`src/rtl/match_controller_if.sv`:
```
// Game-flow bus between the match controller and the soccer datapath / overlay.
// The slave side is the controller; the master side drives keys and ball position.
interface match_controller_if;
  logic       start;
  logic [9:0] BallX;
  logic [9:0] BallY;
  logic [9:0] BallS;
  logic       centerBall;
  logic       freeze;
  logic [3:0] score1;
  logic [3:0] score2;
  logic [7:0] countdown;
  logic [1:0] last_scorer;
  logic [1:0] winner;
  logic [2:0] game_state;

  modport master (
    output start, BallX, BallY, BallS,
    input  centerBall, freeze, score1, score2, countdown, last_scorer, winner, game_state
  );

  modport slave (
    input  start, BallX, BallY, BallS,
    output centerBall, freeze, score1, score2, countdown, last_scorer, winner, game_state
  );
endinterface

```
`src/rtl/match_controller.sv`:
```
// Per-frame game sequencer: kickoff countdown, live play with goal detection,
// goal celebration and game over. Every output comes straight from a flop.
module match_controller #(
  parameter int unsigned GOAL_Y_TOP       = 200,
  parameter int unsigned GOAL_Y_BOT       = 280,
  parameter int unsigned GOAL_X_LEFT      = 20,
  parameter int unsigned GOAL_X_RIGHT     = 619,
  parameter int unsigned KICKOFF_FRAMES   = 120,
  parameter int unsigned CELEBRATE_FRAMES = 90,
  parameter int unsigned WIN_SCORE        = 5
) (
  input logic               frame_clk,
  input logic               Reset_n,
  match_controller_if.slave bus
);

  typedef enum logic [2:0] {
    StIdle     = 3'd0,
    StKickoff  = 3'd1,
    StPlay     = 3'd2,
    StGoal     = 3'd3,
    StGameover = 3'd4
  } state_e;

  localparam logic [7:0]  KickoffLoad   = 8'(KICKOFF_FRAMES - 1);
  localparam logic [7:0]  CelebrateLoad = 8'(CELEBRATE_FRAMES - 1);
  localparam logic [9:0]  GoalYTop      = 10'(GOAL_Y_TOP);
  localparam logic [9:0]  GoalYBot      = 10'(GOAL_Y_BOT);
  localparam logic [10:0] GoalXLeft     = 11'(GOAL_X_LEFT);
  localparam logic [10:0] GoalXRight    = 11'(GOAL_X_RIGHT);
  localparam logic [3:0]  WinScore      = 4'(WIN_SCORE);
  localparam logic [1:0]  ScorerNone    = 2'b00;
  localparam logic [1:0]  ScorerP1      = 2'b01;
  localparam logic [1:0]  ScorerP2      = 2'b10;

  state_e     state_q, state_d;
  logic       center_q, center_d;
  logic       freeze_q, freeze_d;
  logic [3:0] score1_q, score1_d;
  logic [3:0] score2_q, score2_d;
  logic [7:0] countdown_q, countdown_d;
  logic [1:0] last_scorer_q, last_scorer_d;
  logic [1:0] winner_q, winner_d;
  logic       start_q;
  logic       armed_q;
  logic       start_edge;

  // armed_q blocks a start that was already held when reset released.
  assign start_edge = bus.start & ~start_q & armed_q;

  logic [10:0] ball_x_w;
  logic [10:0] ball_s_w;
  logic [10:0] left_gap;
  logic [10:0] right_sum;
  logic        in_mouth;
  logic        left_hit;
  logic        right_hit;
  logic        win_reached;

  assign ball_x_w  = {1'b0, bus.BallX};
  assign ball_s_w  = {1'b0, bus.BallS};
  assign left_gap  = ball_x_w - ball_s_w;
  assign right_sum = ball_x_w + ball_s_w;
  assign in_mouth  = (bus.BallY >= GoalYTop) && (bus.BallY <= GoalYBot);
  // A radius wider than X means the ball is already past the left line.
  assign left_hit  = (ball_x_w < ball_s_w) || (left_gap <= GoalXLeft);
  assign right_hit = right_sum >= GoalXRight;
  assign win_reached = (score1_q >= WinScore) || (score2_q >= WinScore);

  function automatic logic [3:0] sat_inc(input logic [3:0] v);
    return (v == 4'hf) ? v : v + 4'd1;
  endfunction

  always_comb begin
    state_d       = state_q;
    center_d      = 1'b1;
    freeze_d      = 1'b1;
    score1_d      = score1_q;
    score2_d      = score2_q;
    countdown_d   = countdown_q;
    last_scorer_d = last_scorer_q;
    winner_d      = winner_q;

    case (state_q)
      StIdle: begin
        if (start_edge) begin
          state_d       = StKickoff;
          score1_d      = 4'd0;
          score2_d      = 4'd0;
          last_scorer_d = ScorerNone;
          winner_d      = ScorerNone;
          countdown_d   = KickoffLoad;
        end
      end

      StKickoff: begin
        if (countdown_q != 8'd0) begin
          countdown_d = countdown_q - 8'd1;
        end else begin
          state_d = StPlay;
        end
      end

      StPlay: begin
        center_d    = 1'b0;
        freeze_d    = 1'b0;
        countdown_d = 8'd0;
        if (in_mouth && left_hit) begin
          score2_d      = sat_inc(score2_q);
          last_scorer_d = ScorerP2;
          countdown_d   = CelebrateLoad;
          state_d       = StGoal;
        end else if (in_mouth && right_hit) begin
          score1_d      = sat_inc(score1_q);
          last_scorer_d = ScorerP1;
          countdown_d   = CelebrateLoad;
          state_d       = StGoal;
        end
      end

      StGoal: begin
        if (countdown_q != 8'd0) begin
          countdown_d = countdown_q - 8'd1;
        end else if (win_reached) begin
          state_d     = StGameover;
          countdown_d = 8'd0;
          winner_d    = (score1_q >= WinScore) ? ScorerP1 : ScorerP2;
        end else begin
          state_d     = StKickoff;
          countdown_d = KickoffLoad;
        end
      end

      StGameover: begin
        countdown_d = 8'd0;
        if (start_edge) begin
          state_d       = StKickoff;
          score1_d      = 4'd0;
          score2_d      = 4'd0;
          last_scorer_d = ScorerNone;
          winner_d      = ScorerNone;
          countdown_d   = KickoffLoad;
        end
      end

      default: begin
        state_d       = StIdle;
        score1_d      = 4'd0;
        score2_d      = 4'd0;
        countdown_d   = 8'd0;
        last_scorer_d = ScorerNone;
        winner_d      = ScorerNone;
      end
    endcase
  end

  always_ff @(posedge frame_clk or negedge Reset_n) begin
    if (!Reset_n) begin
      state_q       <= StIdle;
      center_q      <= 1'b1;
      freeze_q      <= 1'b1;
      score1_q      <= 4'd0;
      score2_q      <= 4'd0;
      countdown_q   <= 8'd0;
      last_scorer_q <= ScorerNone;
      winner_q      <= ScorerNone;
      start_q       <= 1'b0;
      armed_q       <= 1'b0;
    end else begin
      state_q       <= state_d;
      center_q      <= center_d;
      freeze_q      <= freeze_d;
      score1_q      <= score1_d;
      score2_q      <= score2_d;
      countdown_q   <= countdown_d;
      last_scorer_q <= last_scorer_d;
      winner_q      <= winner_d;
      start_q       <= bus.start;
      armed_q       <= armed_q | ~bus.start;
    end
  end

  assign bus.centerBall  = center_q;
  assign bus.freeze      = freeze_q;
  assign bus.score1      = score1_q;
  assign bus.score2      = score2_q;
  assign bus.countdown   = countdown_q;
  assign bus.last_scorer = last_scorer_q;
  assign bus.winner      = winner_q;
  assign bus.game_state  = state_q;

endmodule

```
`src/flat_wrapper.sv`:
```
// flat-port wrapper written by rule: the top's interface ports become plain ports
module match_controller_flat 
#(
  parameter int unsigned GOAL_Y_TOP       = 200,
  parameter int unsigned GOAL_Y_BOT       = 280,
  parameter int unsigned GOAL_X_LEFT      = 20,
  parameter int unsigned GOAL_X_RIGHT     = 619,
  parameter int unsigned KICKOFF_FRAMES   = 120,
  parameter int unsigned CELEBRATE_FRAMES = 90,
  parameter int unsigned WIN_SCORE        = 5
)
  (frame_clk, Reset_n, bus_start, bus_BallX, bus_BallY, bus_BallS, bus_centerBall, bus_freeze, bus_score1, bus_score2, bus_countdown, bus_last_scorer, bus_winner, bus_game_state);
  match_controller_if bus_i ();
  input logic frame_clk;
  input logic Reset_n;
  input wire logic [$bits(bus_i.start)-1:0] bus_start;
  input wire logic [$bits(bus_i.BallX)-1:0] bus_BallX;
  input wire logic [$bits(bus_i.BallY)-1:0] bus_BallY;
  input wire logic [$bits(bus_i.BallS)-1:0] bus_BallS;
  output wire logic [$bits(bus_i.centerBall)-1:0] bus_centerBall;
  output wire logic [$bits(bus_i.freeze)-1:0] bus_freeze;
  output wire logic [$bits(bus_i.score1)-1:0] bus_score1;
  output wire logic [$bits(bus_i.score2)-1:0] bus_score2;
  output wire logic [$bits(bus_i.countdown)-1:0] bus_countdown;
  output wire logic [$bits(bus_i.last_scorer)-1:0] bus_last_scorer;
  output wire logic [$bits(bus_i.winner)-1:0] bus_winner;
  output wire logic [$bits(bus_i.game_state)-1:0] bus_game_state;
  assign bus_i.start = bus_start;
  assign bus_i.BallX = bus_BallX;
  assign bus_i.BallY = bus_BallY;
  assign bus_i.BallS = bus_BallS;
  assign bus_centerBall = bus_i.centerBall;
  assign bus_freeze = bus_i.freeze;
  assign bus_score1 = bus_i.score1;
  assign bus_score2 = bus_i.score2;
  assign bus_countdown = bus_i.countdown;
  assign bus_last_scorer = bus_i.last_scorer;
  assign bus_winner = bus_i.winner;
  assign bus_game_state = bus_i.game_state;
  match_controller #(.GOAL_Y_TOP(GOAL_Y_TOP), .GOAL_Y_BOT(GOAL_Y_BOT), .GOAL_X_LEFT(GOAL_X_LEFT), .GOAL_X_RIGHT(GOAL_X_RIGHT), .KICKOFF_FRAMES(KICKOFF_FRAMES), .CELEBRATE_FRAMES(CELEBRATE_FRAMES), .WIN_SCORE(WIN_SCORE)) u_core (.frame_clk(frame_clk), .Reset_n(Reset_n), .bus(bus_i));
endmodule
```
`config.mk`:
```
export PLATFORM = sky130hd
export DESIGN_NAME = match_controller_flat
export DESIGN_NICKNAME = d
export VERILOG_FILES = /design/src/rtl/match_controller_if.sv /design/src/rtl/match_controller.sv /design/src/flat_wrapper.sv
export SDC_FILE = /design/constraint.sdc
export NUM_CORES = 1
export LEC_CHECK = 0
export BUFFER_PORTS_ARGS = -buffer_cell sky130_fd_sc_hd__buf_2
export CAP_MARGIN = 20
export CORE_MARGIN = 3
export CORE_UTILIZATION = 50
export DETAILED_ROUTE_END_ITERATION = 10
export PLACE_DENSITY = 0.77
export SLEW_MARGIN = 20
export SYNTH_ARGS = -nofsm -noshare
export SYNTH_HDL_FRONTEND = slang
export SYNTH_SLANG_ARGS = --single-unit
export TNS_END_PERCENT = 20
```
`constraint.sdc`:
```
create_clock -name frame_clk -period 2.04 [get_ports frame_clk]
set_clock_uncertainty 0.05 [all_clocks]
set_input_delay 0.102 -clock frame_clk [delete_from_list [all_inputs] [get_ports frame_clk]]
set_output_delay 0.102 -clock frame_clk [all_outputs]
set_load 0.03 [all_outputs]
```
After elaboration in Yosys (flattened, before gate mapping) --
Cells that the tools add are included.
Word-level totals: register bits 26, output and inout port bits 25, input bits 33, word-level logic and storage cells 94
Operators by class: reductions and logical operators 16, eq/ne operators 18, magnitude comparators 7, bitwise operators 7, add/subtract/negate cells 5, mux-type cells 32
Operators with widths (number):
- 8-bit case mux with 5 select lines | 1
- 8-bit 2-to-1 mux | 4
- 4-bit 2-to-1 mux | 6
- 4-bit case mux with 3 select lines | 2
- 7-bit 2-to-1 mux | 3
- 3-bit 2-to-1 mux | 6
- 2-bit 2-to-1 mux | 6
- 2-bit by 1-bit inequality test with 1-bit output (second input constant) | 6
- 2-bit case mux with 3 select lines | 2
- 3-bit case mux with 4 select lines | 1
- 4-bit AND reduction | 3
- 10-bit by 10-bit adder with 11-bit output | 1
- 11-bit by 10-bit >= comparator with 1-bit output (second input constant) | 1
- 11-bit by 5-bit less-or-equal comparator with 1-bit output (second input constant) | 1
- 10-bit by 10-bit subtractor with 11-bit output | 1
- 10-bit by 8-bit >= comparator with 1-bit output (second input constant) | 1
- 10-bit by 9-bit less-or-equal comparator with 1-bit output (second input constant) | 1
- 10-bit < comparator | 1
- 2-bit inequality test (second input constant) | 5
- 4-bit by 1-bit adder with 4-bit output (second input constant) | 2
- 4-bit equality test (second input constant) | 2
- 4-bit by 3-bit >= comparator with 1-bit output (second input constant) | 2
- 8-bit nonzero test | 1
- 8-bit by 1-bit subtractor with 8-bit output (second input constant) | 1
- other kinds (15) | 25

Longest topological paths before layout --
Gate-level depths: netlist of run 1.
depth in word-level cells 6, gate-level depth with buffers 13, mapped depth without buffers 12

Least setup slack after synthesis of run 1 --
Ideal clock, no wire load.
path kind input-to-reg, from input port bus_BallS[0], to register u_core.score1_q[2], in the netlist u_core.bus.score1[2], required time 1.912 ns, buffers on the path 1, arrival time 2.535 ns, cell stages on the path 13, library setup time 0.078 ns, setup slack -0.623 ns, cell sequence ha_1 -> inv_1 -> fa_1 -> o21bai_1 -> a21oi_2 -> or2_1 -> a31oi_1 -> mux2_2 -> nor4_1 -> nor3b_2 -> buf_6 -> a41o_1 -> a21oi_1
Between the ends: word-level cells in the longest chain between the ends 6, elaborated cells between the ends (all ways) 11, classes of those cells add/sub (2); order compare (3); eq/ne (2); reduce/logical (4)
RTL lines:
- start: declaration | line flat_wrapper.sv:19 | input wire logic [$bits(bus_i.BallS)-1:0] bus_BallS;
- 10-bit by 10-bit subtractor with 11-bit output | line match_controller.sv:62 | assign left_gap = ball_x_w - ball_s_w;
- 11-bit by 5-bit less-or-equal comparator with 1-bit output | line match_controller.sv:66 | assign left_hit = (ball_x_w < ball_s_w) || (left_gap <= GoalXLeft);
- 1-bit logical OR | line match_controller.sv:66
- 1-bit logical AND | line match_controller.sv:108 | if (in_mouth && left_hit) begin
- 2-bit inequality test (no line)
- 5-bit AND reduction (no line) *
- end signal: assignment | line match_controller.sv:173 | score1_q <= score1_d;
- end: declaration | line match_controller.sv:39 | logic [3:0] score1_q, score1_d;
Every way passes the cells marked *; elsewhere a longest branch is shown, timed or not. A chain may end at the register's enable or synchronous reset.

Final worst setup path of run 1 --
from input port bus_BallX[1], to register u_core.score1_q[1], in the netlist u_core.bus.score1[1]
Between the ends: word-level cells in the longest chain between the ends 6, elaborated cells between the ends (all ways) 11, classes of those cells add/sub (2); order compare (3); eq/ne (2); reduce/logical (4)
RTL lines:
- start: declaration | line flat_wrapper.sv:17 | input wire logic [$bits(bus_i.BallX)-1:0] bus_BallX;
- 10-bit by 10-bit subtractor with 11-bit output | line match_controller.sv:62
- 11-bit by 5-bit less-or-equal comparator with 1-bit output | line match_controller.sv:66
- 1-bit logical OR | line match_controller.sv:66
- 1-bit logical AND | line match_controller.sv:108
- 2-bit inequality test (no line)
- 5-bit AND reduction (no line) *
Marks and branches as above.

==> key figures, run 1 <==
Logic synthesis
  • Average cell area after synthesis: roughly 8 sq um
  • Post-synth EDFFs: 0
  • Synthesized area: approximately 2600 sq um
  • Dominant cell type by area after synthesis: dfrtp_1
  • Synthesized flop and latch total: 26
  • Most used DFF post-synth: dfrtp_1
  • Ys async rst share: between 90% and 100%
  • Synth unique cells: 66
  • Synthesized Nets: between 300 and 400
  • Leading post-synthesis cells by cell area: dfrtp_1 24%, ha_1 13%, nand2_1 4.0%
  • Seq/Total Area, Yosys: approximately 25%
  • Cells after synthesis: 317
  • Post-synth top area share: a little under a quarter
  • Yosys warns: 0

Cells and area
  • FF/Latch Area: between 600 and 700 sq um
  • Inserted Diodes: 0
  • Fin nets: a little over 500
  • Layout area overhead: 46.4%
  • Area taken by multi-input logic gates: between 2000 and 2500 sq um
  • Fillcell total: roughly 340
  • Layout cells sized above 1: 40.2%
  • Design Area, Final: roughly 3800 sq um
  • Final Util: about four fifths

Run status
  • Status: complete, but fails checks
  • Violated checks: negative setup slack

Timing
  • Final Max Slew Viols: 0
  • WHS: approximately 320 ps
  • Final Hold Fails: 0
  • Worst slew margin: between 60% and 70%
  • Worst slew pin tran: 596 ps
  • Setup Viol. Count Final: 15
  • Final setup margin: -382 ps
  • Min Tclk post-route: roughly 2400 ps
  • RSZ-0062 raised after global routing: true
  • Peak Freq: 413 MHz
  • Period utilization: 119%

Setup path
  • Crit path buf inv count: 2
  • CP Cell Sequence: buf_2 -> buf_4 -> ha_1 -> nand2b_4 -> a211oi_4 -> o21ai_2 -> a21oi_2 -> mux2i_1 -> nor4_4 -> nor3b_4 -> a41oi_1 -> a31o_1
  • CP top delay family: compound AO/OA/AOI/OAI gates
  • Max stage delay cell, worst path: mux2i_1
  • Critical Path RT: 2160 ps
  • Endpoint class of the critical path: flip-flop
  • Crit Path Class: in2reg
  • Crit start category: primary input
  • Worst path arrival time: 2540 ps
  • Slowest Stage Delay on Critical Path: around 340 ps
  • Crit path max fanout: 5

Clock network
  • Total number of H-tree levels: 1
  • CTS tree: done
  • CTS Root Cell: clkbuf_8
  • Max Buffers Root-to-Sink: 2
  • Clk sinks: 26
  • Clk_lat worst skew: between 200 and 300 ps
  • Cts bufs inserted: 3
  • CTS clk-pin slew, worst paths: 90 ps

GRT
  • Total GRT Usage: 23.4%
  • Grt total ovfl: 0
  • Vias in the first global route: approximately 2800
  • Largest net degree at the start of global routing: 27
  • First-pass GRT wire length: around 12 mm
  • Antenna violations before repair: 0

Detailed routing
  • Initial DRC Count: 203
  • Routed Antenna Nets: 0
  • Number of vias per cell: ~5.6
  • Wire per inst: 14.7 um
  • First-pass DRT Iterations: 4
  • Post-Route WL: roughly 7.6 mm
  • DRC violations left: 0
  • DR vias: about 2900

Floorplanning
  • Initial Util: between 50% and 60%
  • Core Area: a little under 5000 sq um
  • Top Ports: just under 60
  • Die height: between 70 and 80 um
  • Site Rows: 25
  • Die width: 78.2 um
  • Die ar.: 6120 sq um

Min path
  • Hold Path Class: in2async

Place
  • HPWL after DPL: ~5.5 mm
  • Worst slack at placement: -910 ps
  • PortBufs: 57
  • Placer Congestion: roughly 0.95
  • Placed instance area: 3500 sq um

Power
  • Max VDD drop: between 0.0004 and 0.0005 V
  • Leakage: approximately 1.9 nW
  • Power per cell area: roughly 740 nW/um^2

Run
  • Max_cap viols: 0
-- power breakdown --
group / leakage [nW] / internal [mW] / total (mW) / switching, mW
clock network: 0.0288 / 0.173 / 0.335 / 0.162
registers: 0.332 / 0.620 / 0.714 / 0.0931
logic: 1.50 / 0.755 / 1.77 / 1.02
total: 1.86 / 1.55 / 2.82 / 1.27
-- metal layers --
| metal | global-route usage, % | part of all wire (%) |
|---|---|---|
| met5 | 0 | 0 |
| met2 | 44.5 | 53 |
| met3 | 1.26 | 3.9 |
| met1 | 27.5 | 40 |
| met4 | 8.22 | 2.9 |
-- state kept, by name (all words and copies together), names as in the netlist --
signal                  count
u_core.bus.last_scorer      2
u_core.bus.countdown        8
u_core.bus.centerBall       1
u_core.bus.score2           4
u_core.start_q              1
u_core.bus.winner           2
u_core.bus.game_state       3
u_core.bus.score1           4
u_core.armed_q              1
-- worst reg2reg max path, delay by kind of cell, from the launching register on --
family | cells | cell delay (ps)
AOI/OAI and AO/OA | 3 | 650
and+or+nand+nor | 4 | 700
DFF | 1 | 430
-- Yosys cell counts (3+ instances only) --
master,number
nor2b_1,5
o211ai_1,3
nor2_1,23
a21oi_2,3
a22o_1,4
nand3_1,6
a31oi_1,3
and3_1,3
xor2_1,4
clkbuf_1,5
ha_1,28
inv_1,25
nand2b_1,10
dfrtp_1,25
a2bb2oi_1,3
nor3_1,10
o21a_1,5
o21ai_1,3
o21ai_0,21
o31ai_1,4
a21oi_1,20
nor4_1,7
or2_1,3
xnor2_1,6
a21o_1,5
nand2_1,28
-- placed cells by master (no fill, tap or decap), types with 5 or more instances in the layout --
cell type,count
xnor2_1,6
nor2_1,23
nand2b_1,9
a21oi_2,5
o21ai_0,18
nor3_1,9
ha_1,26
dfrtp_1,25
buf_2,55
buf_4,76
nand2_1,28
o21a_1,5
nand3_1,6
inv_1,24
a21o_1,5
o21ai_1,5
a21oi_1,18
-- layout make-up --
class,instances,share of cell area (%)
well taps,67,2.20
multi-input cells,256,52.5
repair buffers,138,24.2
clock buffers,4,1.44
flip-flops and latches,26,17.1
inverters,26,2.56
-- logic make-up after synthesis --
logic type,count (synthesis),synth area share (%)
and+or+nand+nor,110,21.7
AOI/OAI and AO/OA,102,27.8
buffers and inverters,36,6.00
adders and majority gates,30,15.0
DFF,26,25.0
xor gates and xnor gates,10,3.36
muxes,3,1.20
-- final timing paths --
kind	depth (start not counted)	end	start	slack, ps
setup / recovery	12	u_core.bus.score1[1]$_DFFE_PN0P_	bus_BallX[1]	-380
hold / removal	2	u_core.bus.winner[1]$_DFFE_PN0P_	Reset_n	320
setup reg to reg	7	u_core.bus.countdown[4]$_DFFE_PN0P_	u_core.bus.countdown[5]$_DFFE_PN0P_	110
hold reg to reg	2	u_core.bus.winner[0]$_DFFE_PN0P_	u_core.bus.winner[0]$_DFFE_PN0P_	450
max in group asynchronous	2	u_core.bus.countdown[7]$_DFFE_PN0P_	Reset_n	1230
min in group frame_clk	5	u_core.bus.score1[3]$_DFFE_PN0P_	bus_BallY[9]	360
-- timing repair --
item	4_1_cts	5_1_grt
hold endpoints to repair	27	0
setup endpoints to repair	19	19
pin swaps	15	7
resized for setup	23	16
buffers inserted	4	2
cloned	0	1
hold buffers	2	0
-- through the flow --
| step | cells | TNS, ps | total power [mW] |
|---|---|---|---|
| finish | 517 | -5000 | 2.82 |
| global route | 517 | -6860 | 3.01 |
| CTS | 514 | -4840 | 2.73 |
| detailed placement | 504 | -12560 | 2.34 |
| global placement | 504 | -10810 | 2.28 |
| floorplan | 317 | -6320 | 1.74 |
(Power assumes the default switching activity.)
==> inputs of run 2 (changes only) <==
--- a/config.mk
+++ b/config.mk
@@ -11,6 +11,7 @@
 export CORE_UTILIZATION = 50
 export DETAILED_ROUTE_END_ITERATION = 10
 export PLACE_DENSITY = 0.77
+export REMOVE_ABC_BUFFERS = 1
 export SLEW_MARGIN = 20
 export SYNTH_ARGS = -nofsm -noshare
 export SYNTH_HDL_FRONTEND = slang
==> key figures, run 2 (same netlist as run 1, synthesis figures left out) <==
Setup path
  • Worst path arrival time: around 2700 ps
  • CP Cell Sequence: buf_8 -> buf_6 -> ha_4 -> fa_2 -> and2b_1 -> o211ai_1 -> a21oi_2 -> mux2i_1 -> a211o_1 -> o31ai_4 -> and2_4 -> and3_4 -> a2bb2oi_2
  • Crit Path Class: in2reg
  • Crit path max fanout: 6
  • Register-to-Register Path Depth: 10
  • Slowest Stage Delay on Critical Path: approximately 340 ps
  • Crit path from: bus_BallS[0]
  • Max stage delay cell, worst path: fa_2
  • Critical Path RT: between 2000 and 2500 ps
  • Crit start category: primary input
  • Worst r2r src: u_core.bus.score1[0]$_DFFE_PN0P_
  • Endpoint class of the critical path: flip-flop

Detailed routing
  • Routed Antenna Nets: 0
  • DR vias: 3000
  • Number of vias per cell: 5.80
  • Initial DRC Count: between 200 and 250
  • Post-Route WL: 7.89 mm
  • First-pass DRT Iterations: 5
  • DRC violations left: 0
  • Wire per inst: between 15 and 20 um

GRT
  • Antenna violations before repair: 0
  • Largest net degree at the start of global routing: 27
  • Grt total ovfl: 0
  • Vias in the first global route: between 2000 and 3000
  • First-pass GRT wire length: 13.0 mm
  • Total GRT Usage: approximately 26%

Timing
  • Setup_tns: -6440 ps
  • RSZ-0062 raised after global routing: true
  • Worst slew margin: 57.5%
  • Final Max Slew Viols: 0
  • Peak Freq: between 300 and 400 MHz
  • Final setup margin: -481 ps
  • Worst slew pin tran: roughly 630 ps
  • Final Hold Fails: 0
  • Period utilization: 124%
  • WHS: 307 ps
  • Min Tclk post-route: roughly 2500 ps
  • Setup Viol. Count Final: 20

Run status
  • Violated checks: negative setup slack
  • Status: complete, but fails checks

Cells and area
  • Final Instance Count excl. Fillers: approximately 520
  • Final Util: 79.3%
  • Design Area, Final: a little under 4000 sq um
  • Layout cells sized above 1: 41.8%
  • Commonest non-fill, non-tap cells in the layout: 76 x buf_4, 55 x buf_2, 27 x nand2_1
  • Max FFs per register: 8
  • Commonest non-fill, non-tap cell in the layout: buf_4
  • Fin nets: roughly 510
  • Inserted Diodes: 0
  • Layout area overhead: 48.3%

Power
  • Total power: between 2 and 3 mW
  • Leakage: around 1.9 nW
  • Max VDD drop: 0.000606 V
  • Power per cell area: around 760 nW/um^2

Clock network
  • CTS Root Cell: clkbuf_8
  • Max Buffers Root-to-Sink: 2
  • CTS tree: done
  • Cts bufs inserted: 3
  • Total number of H-tree levels: 1
  • Clk_lat worst skew: around 290 ps
  • CTS clk-pin slew, worst paths: ~100 ps
  • Clk sinks: 26

Floorplanning
  • Die ar.: ~6100 sq um
  • Site Rows: 25
  • Die height: 78.2 um
  • Initial Util: 53.5%
  • Top Ports: between 50 and 60
  • Core Area: 4880 sq um
  • Die width: roughly 78 um

Min path
  • Hold Path Class: in2async

Place
  • Placer Congestion: 0.840
  • HPWL after DPL: 5.49 mm
  • Worst slack at placement: -1030 ps
  • PortBufs: between 50 and 60
  • Placed instance area: around 3400 sq um
  • Dpl cells: roughly 500

Run
  • Max_cap viols: 0
-- run 2: layer usage --
metal / vias up / share of wire [%] / GRT usage (%) / wire [um]
met2: 154 / 50 / 43.9 / 3910
met4: 0 / 3.6 / 12.6 / 287
met1: 1393 / 40 / 32.0 / 3130
met5: - / 0 / 0 / 0
li1: 1421 / - / - / -
met3: 32 / 7.2 / 3.44 / 565
-- run 2: what timing repair did --
| action | in CTS | in global routing |
|---|---|---|
| gates cloned | 1 | 0 |
| hold endpoints to repair | 27 | 0 |
| setup endpoints to repair | 15 | 20 |
| hold buffers | 2 | 0 |
| gates resized for setup | 31 | 20 |
| pin swaps | 30 | 18 |
| setup buffers | 6 | 6 |
-- run 2: final timing paths --
check	endpoint	slack (ps)
max in group asynchronous	u_core.bus.game_state[0]$_DFFE_PN0P_	1240
min	u_core.bus.countdown[3]$_DFFE_PN0P_	310
max	u_core.bus.score2[2]$_DFFE_PN0P_	-480
min in group frame_clk	u_core.bus.score1[3]$_DFFE_PN0P_	400
min reg2reg	u_core.armed_q$_DFF_PN0_	430
max reg2reg	u_core.bus.countdown[0]$_DFFE_PN0P_	-100
-- run 2: critical path: cells and delay by family --
kind	cells	cell delay, ps
AOI/OAI and AO/OA	5	1110
adders and majority gates	2	490
buffers and inverters	2	210
muxes	1	100
and+or+nand+nor	3	690
-- run 2: area by class of cell --
class                           count  area (sq um)
Clock buffer                        3          41.3
Fill cell                         312          1010
Multi-Input combinational cell    256          2040
Timing Repair Buffer              138           930
Tap cell                           67          83.8
Clock inverter                      1          30.0
Sequential cell                    26           652
Inverter                           26          97.6
-- run 2: where the power goes --
| group | total (mW) | internal (mW) | switching (mW) |
|---|---|---|---|
| Sequential | 0.712 | 0.620 | 0.0913 |
| Clock | 0.447 | 0.264 | 0.184 |
| Combinational | 1.79 | 0.757 | 1.04 |
| Total | 2.95 | 1.64 | 1.31 |
==> inputs of run 3 (changes only) <==
--- a/config.mk
+++ b/config.mk
@@ -12,8 +12,7 @@
 export DETAILED_ROUTE_END_ITERATION = 10
 export PLACE_DENSITY = 0.77
 export REMOVE_ABC_BUFFERS = 1
-export SLEW_MARGIN = 20
+export SLEW_MARGIN = 40
 export SYNTH_ARGS = -nofsm -noshare
 export SYNTH_HDL_FRONTEND = slang
 export SYNTH_SLANG_ARGS = --single-unit
-export TNS_END_PERCENT = 20
==> key figures, run 3 (same netlist as run 1, synthesis figures left out) <==
Cells and area
  • Layout area overhead: 53.4%
  • Final Util: 82.0%
  • Max FFs per register: 8
  • Fillcell total: 275
  • Fin nets: ~520
  • Final Instance Count excl. Fillers: ~520
  • FF/Latch Area: between 600 and 700 sq um
  • Layout cells sized above 1: a little under half
  • Commonest non-fill, non-tap cells in the layout: 80 x buf_4, 55 x buf_2, 26 x nand2_1
  • Inserted Diodes: 0
  • Area taken by multi-input logic gates: about 2100 sq um
  • Commonest non-fill, non-tap cell in the layout: buf_4
  • Design Area, Final: between 4000 and 5000 sq um

Floorplanning
  • Initial Util: a little over half
  • Die height: between 70 and 80 um
  • Die width: between 70 and 80 um
  • Top Ports: 58
  • Site Rows: 25
  • Core Area: 4880 sq um
  • Die ar.: ~6100 sq um

Min path
  • Hold Path Class: in2async

Timing
  • Worst slew pin tran: 628 ps
  • Setup Viol. Count Final: 15
  • RSZ-0062 raised after global routing: true
  • Setup_tns: -6820 ps
  • Final setup margin: -531 ps
  • Min Tclk post-route: roughly 2600 ps
  • Period utilization: 126%
  • WHS: 310 ps
  • Final Hold Fails: 0
  • Peak Freq: a little under 400 MHz
  • Final Max Slew Viols: 0
  • Worst slew margin: between 50 and 60%

Power
  • Leakage: ~1.9 nW
  • Power per cell area: 761 nW/um^2
  • Total power: ~3.0 mW
  • Max VDD drop: 0.000655 V

GRT
  • Vias in the first global route: roughly 2900
  • Total GRT Usage: about a quarter
  • Grt total ovfl: 0
  • Largest net degree at the start of global routing: 27
  • First-pass GRT wire length: around 13 mm
  • Antenna violations before repair: 0

Place
  • HPWL after DPL: approximately 5.5 mm
  • Dpl cells: 499
  • PortBufs: 57
  • Placer Congestion: ~0.84
  • Placed instance area: between 3000 and 4000 sq um
  • Worst slack at placement: -1030 ps

Setup path
  • CP Cell Sequence: buf_8 -> buf_6 -> ha_4 -> fa_2 -> and2b_1 -> o211ai_1 -> a21oi_2 -> mux2i_1 -> a211o_1 -> o31ai_4 -> buf_4 -> a31oi_2 -> o21ai_1 -> o31ai_1
  • Critical Path RT: 2160 ps
  • Crit path max fanout: 3
  • Max stage delay cell, worst path: fa_2
  • R2R setup slack: 70 ps
  • CP top delay family: compound AO/OA/AOI/OAI gates
  • Register-to-Register Path Depth: 6
  • Worst r2r src: u_core.bus.game_state[0]$_DFFE_PN0P_
  • Crit Path Class: in2reg
  • Crit path buf inv count: 3
  • Endpoint class of the critical path: flip-flop
  • Reg-to-Reg End: u_core.bus.score1[1]$_DFFE_PN0P_
  • Crit start category: primary input
  • Slowest Stage Delay on Critical Path: roughly 330 ps
  • Worst path arrival time: ~2700 ps

Clock network
  • CTS tree: done
  • Clk sinks: 26
  • Cts bufs inserted: 3
  • Max Buffers Root-to-Sink: 2
  • CTS Root Cell: clkbuf_8
  • Clk_lat worst skew: just under 300 ps
  • CTS clk-pin slew, worst paths: about 90 ps
  • Total number of H-tree levels: 1

Detailed routing
  • Wire per inst: between 15 and 20 um
  • DRC violations left: 0
  • Routed Antenna Nets: 0
  • Number of vias per cell: 5.84
  • Post-Route WL: approximately 8.4 mm
  • DR vias: around 3000
  • First-pass DRT Iterations: 5
  • Initial DRC Count: 220

Run status
  • Status: complete, but fails checks
  • Violated checks: negative setup slack

Run
  • Max_cap viols: 0
==> run 3: repair_timing <==
action | 4_1_cts | 5_1_grt
endpoints found under the setup margin | 15 | 20
pin swaps | 32 | 23
cloned | 1 | 0
hold buffers | 2 | 0
resized for setup | 36 | 34
buffers inserted | 8 | 7
hold endpoints to repair | 27 | 0
==> run 3: worst max path at each step <==
| stage | slack, ps | startpoint | cells past startpoint | to |
|---|---|---|---|---|
| after floorplan | -670 | bus_BallS[0] | 12 | u_core.bus.score1[1]$_DFFE_PN0P_ |
| after global placement | -940 | bus_BallS[0] | 13 | u_core.bus.score1[1]$_DFFE_PN0P_ |
| after detailed placement | -1030 | bus_BallS[0] | 13 | u_core.bus.score1[1]$_DFFE_PN0P_ |
| after CTS | -360 | bus_BallS[0] | 13 | u_core.bus.score1[0]$_DFFE_PN0P_ |
| after global routing | -650 | bus_BallS[0] | 14 | u_core.bus.score2[0]$_DFFE_PN0P_ |
| final | -530 | bus_BallS[0] | 14 | u_core.bus.score2[0]$_DFFE_PN0P_ |
==> run 3: worst reg2reg max path, stage by stage, from the launching register on <==
cell,delay [ps]
dfrtp_1,500
nor2b_1,250
nor2_1,530
nand2_1,160
nand2_1,110
a41oi_1,50
a31o_1,220
==> run 3: per-layer routing <==
metal	up-vias	track usage [%]	wire length, um
met2	167	44.5	4270
met3	29	2.52	515
met1	1425	33.2	3310
li1	1424	-	-
met4	0	11.2	318
met5	-	0	0
==> run 3: cell type report <==
cell class              instances  share of cell area [%]
multi-input cells             256                    53.4
repair buffers                142                    24.0
flip-flops and latches         26                    16.3
inverters                      26                    2.44
well taps                      67                    2.10
clock buffers                   3                    1.03
clock inverters                 1                   0.750
==> run 3: power by group <==
| part | switching [mW] | leakage (nW) | internal, mW |
|---|---|---|---|
| Combinational | 1.08 | 1.55 | 0.797 |
| Sequential | 0.0956 | 0.332 | 0.620 |
| Clock | 0.184 | 0.0357 | 0.263 |
| Total | 1.36 | 1.91 | 1.68 |
